--- config.mk ---
export PLATFORM = sky130hd
export DESIGN_NAME = maze_sram_responder
export DESIGN_NICKNAME = d
export VERILOG_FILES = /design/src/rtl/maze_pkg.sv /design/src/rtl/maze_sram_core.sv /design/src/rtl/maze_sram_responder.sv
export SDC_FILE = /design/constraint.sdc
export NUM_CORES = 2
export LEC_CHECK = 0
export BUFFER_PORTS_ARGS = -buffer_cell sky130_fd_sc_hd__buf_2
export CORE_MARGIN = 2
export CORE_UTILIZATION = 55
export CTS_CLUSTER_SIZE = 30
export DETAILED_ROUTE_END_ITERATION = 10
export GPL_ROUTABILITY_DRIVEN = 0
export PLACE_DENSITY = 0.75
export SYNTH_ARGS = -nofsm -noshare
export SYNTH_HDL_FRONTEND = slang
export SYNTH_SLANG_ARGS = --single-unit
--- constraint.sdc ---
create_clock -name clk -period 10.8 [get_ports clk]
set_input_delay 1.62 -clock clk [delete_from_list [all_inputs] [get_ports clk]]
set_output_delay 1.62 -clock clk [all_outputs]
set_load 0.02 [all_outputs]
--- src/rtl/maze_pkg.sv ---
// Shared constants and types for the maze router SRAM responder.
// Holds map geometry, cell codes and the dump FSM state encoding.
package maze_pkg;

  localparam int DATA_WIDTH = 8;
  localparam int ADDR_WIDTH = 8;
  localparam int GRID_WORDS = 64;

  localparam logic [DATA_WIDTH-1:0] EMPTY_VAL = 8'hFF;
  localparam logic [ADDR_WIDTH-1:0] TERM_BASE = 8'h80;
  localparam logic [ADDR_WIDTH-1:0] LAST_PTR  = ADDR_WIDTH'(GRID_WORDS - 1);

  localparam logic [DATA_WIDTH-1:0] CELL_BLOCKED = 8'hFF;
  localparam logic [DATA_WIDTH-1:0] CELL_TERM    = 8'hEE;
  localparam logic [DATA_WIDTH-1:0] CELL_PATH    = 8'h00;

  typedef enum logic [2:0] {
    ST_IDLE     = 3'b001,
    ST_DUMP_RD  = 3'b010,
    ST_DUMP_OUT = 3'b100
  } dump_state_e;

  // Selects which registered read output a core read lands in.
  typedef enum logic {
    DST_ROUTER = 1'b0,
    DST_DUMP   = 1'b1
  } rd_dst_e;

  function automatic logic [DATA_WIDTH-1:0] mask_empty(input logic                  valid,
                                                       input logic [DATA_WIDTH-1:0] data);
    return valid ? data : EMPTY_VAL;
  endfunction

endpackage

--- src/rtl/maze_sram_core.sv ---
// Single-port map storage with per-word valid bits and registered read data.
// Each read lands in either the router or the dump output register.
module maze_sram_core
  import maze_pkg::*;
(
  input  logic                  clk,
  input  logic                  reset_n,
  input  logic                  en_i,
  input  logic                  we_i,
  input  rd_dst_e               dst_i,
  input  logic [ADDR_WIDTH-1:0] addr_i,
  input  logic [DATA_WIDTH-1:0] wdata_i,
  output logic [DATA_WIDTH-1:0] router_rdata_o,
  output logic [DATA_WIDTH-1:0] dump_rdata_o
);

  localparam int DEPTH = 2 ** ADDR_WIDTH;

  logic [DATA_WIDTH-1:0] mem_q [DEPTH];
  logic [DEPTH-1:0]      vld_q;
  logic [DATA_WIDTH-1:0] router_rdata_q;
  logic [DATA_WIDTH-1:0] dump_rdata_q;
  logic [DATA_WIDTH-1:0] rd_word;

  // The array itself is never reset; vld_q alone decides whether a word reads as empty.
  always_ff @(posedge clk) begin
    if (en_i && we_i) begin
      mem_q[addr_i] <= wdata_i;
    end
  end

  always_ff @(posedge clk or negedge reset_n) begin
    if (!reset_n) begin
      vld_q <= '0;
    end else if (en_i && we_i) begin
      vld_q[addr_i] <= 1'b1;
    end
  end

  assign rd_word = mask_empty(vld_q[addr_i], mem_q[addr_i]);

  always_ff @(posedge clk or negedge reset_n) begin
    if (!reset_n) begin
      router_rdata_q <= EMPTY_VAL;
      dump_rdata_q   <= '0;
    end else if (en_i && !we_i) begin
      if (dst_i == DST_DUMP) begin
        dump_rdata_q <= rd_word;
      end else begin
        router_rdata_q <= rd_word;
      end
    end
  end

  assign router_rdata_o = router_rdata_q;
  assign dump_rdata_o   = dump_rdata_q;

endmodule

--- src/rtl/maze_sram_responder.sv ---
// Router-facing SRAM responder: router port, host loader, grid dump FSM
// and a saturating router write counter around one single-port core.
module maze_sram_responder
  import maze_pkg::*;
(
  input  logic                  clk,
  input  logic                  reset_n,
  input  logic                  cs,
  input  logic                  we,
  input  logic [ADDR_WIDTH-1:0] address,
  input  logic [DATA_WIDTH-1:0] wr_data,
  output logic [DATA_WIDTH-1:0] rd_data,
  input  logic                  ld_valid,
  output logic                  ld_ready,
  input  logic [ADDR_WIDTH-1:0] ld_addr,
  input  logic [DATA_WIDTH-1:0] ld_data,
  input  logic                  dump_start,
  output logic                  dump_valid,
  input  logic                  dump_ready,
  output logic [ADDR_WIDTH-1:0] dump_addr,
  output logic [DATA_WIDTH-1:0] dump_data,
  output logic                  dump_busy,
  output logic [15:0]           wr_count
);

  dump_state_e           state_q, state_d;
  logic [ADDR_WIDTH-1:0] ptr_q, ptr_d;
  logic [ADDR_WIDTH-1:0] dump_addr_q, dump_addr_d;
  logic                  dump_valid_q, dump_valid_d;
  logic                  dump_busy_q, dump_busy_d;
  logic [15:0]           wr_count_q;

  logic                  mem_en;
  logic                  mem_we;
  rd_dst_e               mem_dst;
  logic [ADDR_WIDTH-1:0] mem_addr;
  logic [DATA_WIDTH-1:0] mem_wdata;
  logic                  ld_fire;

  // Gated by reset_n so the loader sees ready low while reset is held.
  assign ld_ready = reset_n && !cs && (state_q == ST_IDLE);
  assign ld_fire  = ld_valid && ld_ready;

  always_comb begin
    mem_en    = 1'b0;
    mem_we    = 1'b0;
    mem_dst   = DST_ROUTER;
    mem_addr  = address;
    mem_wdata = wr_data;
    if (cs) begin
      mem_en = 1'b1;
      mem_we = we;
    end else if (state_q == ST_DUMP_RD) begin
      mem_en   = 1'b1;
      mem_dst  = DST_DUMP;
      mem_addr = ptr_q;
    end else if (ld_fire) begin
      mem_en    = 1'b1;
      mem_we    = 1'b1;
      mem_addr  = ld_addr;
      mem_wdata = ld_data;
    end
  end

  maze_sram_core u_core (
    .clk            (clk),
    .reset_n        (reset_n),
    .en_i           (mem_en),
    .we_i           (mem_we),
    .dst_i          (mem_dst),
    .addr_i         (mem_addr),
    .wdata_i        (mem_wdata),
    .router_rdata_o (rd_data),
    .dump_rdata_o   (dump_data)
  );

  always_comb begin
    state_d      = state_q;
    ptr_d        = ptr_q;
    dump_addr_d  = dump_addr_q;
    dump_valid_d = dump_valid_q;
    dump_busy_d  = dump_busy_q;
    unique case (state_q)
      ST_IDLE: begin
        if (dump_start) begin
          state_d     = ST_DUMP_RD;
          ptr_d       = '0;
          dump_busy_d = 1'b1;
        end
      end
      ST_DUMP_RD: begin
        if (!cs) begin
          dump_addr_d  = ptr_q;
          dump_valid_d = 1'b1;
          state_d      = ST_DUMP_OUT;
        end
      end
      ST_DUMP_OUT: begin
        if (dump_ready) begin
          dump_valid_d = 1'b0;
          if (ptr_q == LAST_PTR) begin
            dump_busy_d = 1'b0;
            state_d     = ST_IDLE;
          end else begin
            ptr_d   = ptr_q + ADDR_WIDTH'(1);
            state_d = ST_DUMP_RD;
          end
        end
      end
      default: begin
        state_d      = ST_IDLE;
        dump_valid_d = 1'b0;
        dump_busy_d  = 1'b0;
      end
    endcase
  end

  always_ff @(posedge clk or negedge reset_n) begin
    if (!reset_n) begin
      state_q      <= ST_IDLE;
      ptr_q        <= '0;
      dump_addr_q  <= '0;
      dump_valid_q <= 1'b0;
      dump_busy_q  <= 1'b0;
    end else begin
      state_q      <= state_d;
      ptr_q        <= ptr_d;
      dump_addr_q  <= dump_addr_d;
      dump_valid_q <= dump_valid_d;
      dump_busy_q  <= dump_busy_d;
    end
  end

  always_ff @(posedge clk or negedge reset_n) begin
    if (!reset_n) begin
      wr_count_q <= '0;
    end else if (cs && we && (wr_count_q != 16'hFFFF)) begin
      wr_count_q <= wr_count_q + 16'd1;
    end
  end

  assign dump_valid = dump_valid_q;
  assign dump_addr  = dump_addr_q;
  assign dump_busy  = dump_busy_q;
  assign wr_count   = wr_count_q;

endmodule

# ---- Yosys cells after proc, flatten, opt, wreduce, memory -nomap -nowiden
# Memories as Yosys holds them, arrays and structs flattened.
# Index checks and enable logic that the tools add are counted.
dict set report classes {
  n_addsub 2
  mul 0
  n_div 0
  magnitude_cmp 2
  n_eq_ne 10
  n_shift 0
  mux 36
  n_bitwise 5
  n_reduce_logical 18
}
# operator count
set op_table {}
lappend op_table {{256-bit bitwise OR} 1}
lappend op_table {{8-bit 2-to-1 mux} 10}
lappend op_table {{16-bit by 1-bit adder with 16-bit output, second input constant} 1}
lappend op_table {{1-bit 2-to-1 mux} 16}
lappend op_table {{16-bit inequality test, second input constant} 1}
lappend op_table {{8-bit case mux with 2 select lines} 1}
lappend op_table {{2-bit inequality test, second input constant} 5}
lappend op_table {{8-bit by 9-bit < comparator with 1-bit output, second input constant} 1}
lappend op_table {{3-bit 2-to-1 mux} 3}
lappend op_table {{3-bit case mux with 3 select lines} 1}
lappend op_table {{8-bit by 1-bit adder with 8-bit output, second input constant} 1}
lappend op_table {{1-bit binary-select mux with 8-bit select} 1}
lappend op_table {{1-bit demux with 8-bit select} 1}
lappend op_table {{8-bit by 6-bit == test with 1-bit output, second input constant} 1}
lappend op_table {{8-bit by 1-bit >= comparator with 1-bit output, second input constant} 1}
lappend op_table {{1-bit logical AND} 8}
lappend op_table {{4-bit AND reduction} 2}
lappend op_table {{1-bit case mux with 3 select lines} 2}
lappend op_table {{2-bit AND reduction} 3}
lappend op_table {{3-bit AND reduction} 2}
lappend op_table {{1-bit NOT} 4}
lappend op_table {{3-bit by 1-bit == test with 1-bit output, second input constant} 1}
lappend op_table {{3-bit by 2-bit == test with 1-bit output, second input constant} 1}
lappend op_table {{3-bit == test, second input constant} 1}
lappend op_table {{3 further kinds} 4}
dict set report totals {
  reg_bits 309
  latchBits 0
  ram_bits 2048
  rom_bits 0
  input_bits 39
  out_inout_bits 43
  memories 1
}
# name depth word_bits rd rd_clocked_by_memory_dff write_ports line
set mem_list {}
lappend mem_list {u_core.mem_q 256 8 1 0 1 maze_sram_core.sv:19} ;# logic [DATA_WIDTH-1:0] mem_q [DEPTH];

# ---- Depth between registers and ports, before layout
dict set report logic_depth {
  depth_word 12
  mapped_depth 16
  depth_no_buf 10
}

# ---- Cells and area by module
# A second synthesis with hierarchy kept.
dict set report hier_totals {
  cells_unflattened 4882
  hier_area_um2 92378.6
}
# module instances cells_each area_per_inst_um2 seq_area_each_um2
set modules_own_cells {}
lappend modules_own_cells {maze_sram_core 1 4672 90169.0 68315.5}
lappend modules_own_cells {maze_sram_responder 1 210 2209.6 927.1}

# ---- Worst setup path before layout
# Ideal clock, no wire load.
dict set report synth_path {
  path_kind {in2reg}
  startpoint {in cs}
  endpoint {mem u_core.mem_q[0][0], data pin}
  setup_time_ns 0.823
  t_arrival_ns 5.704
  path_slack_ns 4.273
  stages 6
  n_path_buf 2
  path_cell_list {buf_2 -> nand3b_1 -> nor2_1 -> clkbuf_1 -> nand2_1 -> nand2_1}
}
dict set report synth_via {
  elab_chain_len 7
}
# element line
set synth_rtl {}
lappend synth_rtl {{start, declared} maze_sram_responder.sv:8} ;# input logic cs,
lappend synth_rtl {{1-bit logical NOT} n/a}
lappend synth_rtl {{1-bit logical AND (2 in a row)} maze_sram_responder.sv:41} ;# assign ld_ready = reset_n && !cs && (state_q == ST_IDLE);
lappend synth_rtl {{1-bit logical AND} maze_sram_responder.sv:42} ;# assign ld_fire = ld_valid && ld_ready;
lappend synth_rtl {{8-bit 2-to-1 mux} maze_sram_responder.sv:57} ;# end else if (ld_fire) begin
lappend synth_rtl {{8-bit 2-to-1 mux} maze_sram_responder.sv:53} ;# end else if (state_q == ST_DUMP_RD) begin
lappend synth_rtl {{8-bit 2-to-1 mux (*)} maze_sram_responder.sv:50} ;# if (cs) begin
lappend synth_rtl {{via mem_wdata[0]} maze_sram_responder.sv:37} ;# logic [DATA_WIDTH-1:0] mem_wdata;
lappend synth_rtl {{end, declared} maze_sram_core.sv:19}
# The timed path passes the listed nets; every way through them passes the cells marked *.

# ---- Worst setup path in the final report
dict set report layout_path {
  startpoint {in cs}
  endpoint {reg u_core.dump_rdata_q[7] (netlist: u_core.dump_rdata_o[7])}
}
dict set report layout_via {
  elab_chain_len 10
}
# element line
set layout_rtl {}
lappend layout_rtl {{1-bit logical NOT} n/a}
lappend layout_rtl {{1-bit logical AND (2 in a row)} maze_sram_responder.sv:41}
lappend layout_rtl {{1-bit logical AND} maze_sram_responder.sv:42}
lappend layout_rtl {{8-bit 2-to-1 mux or 1-bit 2-to-1 mux (tied branches)} maze_sram_responder.sv:57}
lappend layout_rtl {{8-bit 2-to-1 mux or 1-bit 2-to-1 mux (tied branches)} maze_sram_responder.sv:53}
lappend layout_rtl {{8-bit 2-to-1 mux or 1-bit 2-to-1 mux (tied branches)} maze_sram_responder.sv:50}
lappend layout_rtl {{1-bit binary-select mux with 8-bit select or 1-bit logical NOT (tied branches)} {maze_sram_core.sv:40, maze_sram_core.sv:46}}
lappend layout_rtl {{1-bit 2-to-1 mux (not written as such) or 1-bit logical AND (tied branches)} {maze_sram_core.sv:40, maze_sram_core.sv:46}}
lappend layout_rtl {{8-bit 2-to-1 mux or 2-bit AND reduction (tied branches)} n/a}
lappend layout_rtl {{end signal, assigned} maze_sram_core.sv:48} ;# dump_rdata_q <= rd_word;
lappend layout_rtl {{end, declared} maze_sram_core.sv:22} ;# logic [DATA_WIDTH-1:0] dump_rdata_q;
# Several ways; a longest one is shown, not always the timed one. The select of a mux whose other input is x is not followed.
# A chain may end at the register's enable or synchronous reset.

==> results.tsv <==
metric	value	unit
die_h	417	um
grt_max_degree	202	
drt-total-wl	255000	um
multiInputGateArea	22800	sq um
nets	5905	
min_period	7830	ps
post_cts_buffers	0	
async_reset_ff_frac	0.131	
fillers	11900	
cp_top_family	compound AO/OA/AOI/OAI gates	
worstSetupPathType	input port to flip-flop	
timing.clock.skew	27.5	ps
min-delay-start	u_core.vld_q[107]$_DFFE_PN0P_	
endpoint_kind	flip-flop	
cts_root_buf	clkbuf_16	
port_buffers	81	
power.internal	16.2	mW
fin_setup_tns	0	ps
maxCapViolations	1	
syn_area_per_cell	16.0	sq um
clk_path_buf_depth	3	
fin_hold_ws	466	ps
ctsResizeCount	0	
syn_nets	5887	
synth_enable_flop_cells	2048	
rr_endpoint	u_core.dump_rdata_o[7]$_DFFE_PN0P_	
regToRegStartpoint	state_q[2]$_DFFE_PN0P_	
drc_errors	0	
htree_num_levels	4	
synth.distinct_cells	68	
post-route-period-util	0.725	
r2r_setup_slack	3230	ps
report.final.slew_viol_count	1	
p_seq_frac	0.465	
grt_overflow	0	
worstPathArrival	8560	ps
setup_viol	0	
final_layout_size_suffix_gt1_frac	0.148	
mostFrequentLayoutCells	2048 x edfxtp_1, 865 x mux2i_1, 300 x dfrtp_1, 296 x o22ai_1, 281 x nor2_1	
worst-path-buf-inv	2	
path_cells	buf_2 > or4b_4 > o211a_4 > nor2_8 > buf_4 > mux2_2 > a2111oi_0 > a31oi_1 > a2111oi_0 > o22ai_1 > nor4_1 > o21ai_0	
required	11530	ps
drt-initial-drc-count	8796	
rr_worst_depth	11	
swShare	0.288	
cts_sinks	2357	
hold_viol_final	0	
clk_latency	880	ps
path_common_cell	a2111oi_0	
share_clk_of_total_power	0.346	
dp_cells	7856	
violations	capacitance limit, slew limit	
clk_pin_slew_worst_paths	60	ps
synth_warnings	0	
max_freq	128	MHz
crit_path_max_incr_delay	1260	ps
dpl.hpwl	147000	um
grt_antenna_before_repair	4	
grt_usage	0.290	
die_w	417	um
final_common_cell	edfxtp_1	
die_area	174000	sq um
min_to	u_core.vld_q[107]$_DFFE_PN0P_	
cts-hold-fix-buffers	0	
num_rows	151	
startpoint_type	input port	
ys_ff_latch	2357	
crit_fanout	75	
regArea	69200	sq um
hp-class	flip-flop to flip-flop	
netlist_instances	5846	
hold_path_depth	1	
avgRoutedWirePerCell	30.8	um
power.density	220	nW/um^2
core-area	169000	sq um
ys_seq_area_frac	0.740	
grt_pass1_wl	368000	um
crit_slowest_cell	a2111oi_0	
status	finished, violations left	
via_count	55500	
netSwitchingPower	6.58	mW
cts_buffers	223	
cts_tree	yes	
slew_headroom	-0.00505	
syn2layout_area_growth	10.7	%
combPwrFrac	0.189	
firstDrtPassIters	6	
vias_per_cell	6.69	
ys.flop_type	edfxtp_1	
syn-cell-area	93600	sq um
grt_pass1_vias	52900	
instances_no_fill	8286	
start_util	0.553	
tightest_slew	1470	ps
ant_nets	0	
io_pins	82	
vdd_drop_max	0.184	mV
p_leak	36.9	nW
rsz0062_at_grt	false	
final_core_util	0.612	
-- Yosys cell counts, types with 21 or more instances --
| master | number | share of area |
|---|---|---|
| mux2_2 | 56 | 0.0067 |
| nor2_1 | 284 | 0.011 |
| clkbuf_1 | 221 | 0.0089 |
| nand3_1 | 192 | 0.010 |
| a32oi_1 | 65 | 0.0061 |
| a31oi_1 | 62 | 0.0041 |
| o22ai_1 | 296 | 0.020 |
| buf_2 | 102 | 0.0055 |
| nor4_1 | 21 | 0.0014 |
| or4_1 | 28 | 0.0022 |
| dfrtp_1 | 300 | 0.080 |
| a211oi_1 | 85 | 0.0068 |
| edfxtp_1 | 2048 | 0.66 |
| buf_4 | 48 | 0.0038 |
| mux2i_1 | 865 | 0.092 |
| o41a_1 | 28 | 0.0034 |
| nand2_1 | 224 | 0.0090 |
| a2111oi_0 | 140 | 0.013 |
| o22a_1 | 121 | 0.011 |
| or2_2 | 258 | 0.017 |
| o21ai_0 | 191 | 0.010 |
| a21boi_0 | 29 | 0.0023 |
-- state kept, by name, indices dropped and copies added, names as in the netlist --
| register | count |
|---|---|
| u_core.dump_rdata_o | 8 |
| ptr_q | 8 |
| u_core.vld_q | 256 |
| u_core.mem_q | 2048 |
| dump_addr | 8 |
| dump_valid | 1 |
| dump_busy | 1 |
| state_q | 3 |
| wr_count | 16 |
| u_core.router_rdata_o | 8 |
-- stage by stage --
stage / total power, mW / instance area (sq um) / setup slack, ps
2_1_floorplan: 13.3 / 93600 / 4270
6_report: 22.8 / 104000 / 2970
4_1_cts: 22.7 / 104000 / 3380
3_5_place_dp: 15.0 / 96200 / 2460
5_1_grt: 23.3 / 104000 / 3000
3_3_place_gp: 14.9 / 96200 / 2380
-- routing by layer --
metal,share of wire,up-vias,GRT usage,wire [um]
met5,0.00011,-,0,28
met4,0.050,4,0.139,12700
met3,0.11,597,0.0604,26800
met2,0.46,3511,0.447,118000
met1,0.38,28300,0.398,97500
li1,-,23100,-,-
-- power by group through the flow --
stage / logic (mW) / registers, mW / clock network (mW)
after floorplan: 2.49 / 10.8 / 0
after global placement: 4.12 / 10.8 / 0
after detailed placement: 4.18 / 10.8 / 0
after CTS: 4.20 / 10.6 / 7.91
after global routing: 4.44 / 10.6 / 8.27
final: 4.32 / 10.6 / 7.90
-- final cells by class --
type	count	area share
clock inverter	87	0.00905
sequential	2357	0.668
clock buffer	336	0.0624
inverter	6	0.000217
tap	2218	0.0268
timing repair buffer	191	0.0138
antenna	6	0.000145
multi-input combinational	3085	0.220
-- cells by family after synthesis --
| kind of cell | share of synthesized area |
|---|---|
| DFF | 0.740 |
| xor gates and xnor gates | 0.00178 |
| buffers and inverters | 0.0204 |
| and+or+nand+nor | 0.0562 |
| muxes | 0.0992 |
| adders and majority gates | 0.000267 |
| AOI/OAI and AO/OA | 0.0824 |
-- worst max path at each step --
stage | cells after the start | slack (ps) | from | to
2_1_floorplan | 6 | 4270 | cs | u_core.mem_q[0][0]$_DFFE_PP_
3_3_place_gp | 12 | 2380 | cs | u_core.dump_rdata_o[7]$_DFFE_PN0P_
3_5_place_dp | 12 | 2460 | cs | u_core.dump_rdata_o[7]$_DFFE_PN0P_
4_1_cts | 12 | 3380 | cs | u_core.dump_rdata_o[7]$_DFFE_PN0P_
5_1_grt | 14 | 3000 | cs | u_core.dump_rdata_o[0]$_DFFE_PN0P_
6_report | 12 | 2970 | cs | u_core.dump_rdata_o[7]$_DFFE_PN0P_
No activity file was read; power rests on OpenSTA's default activity.
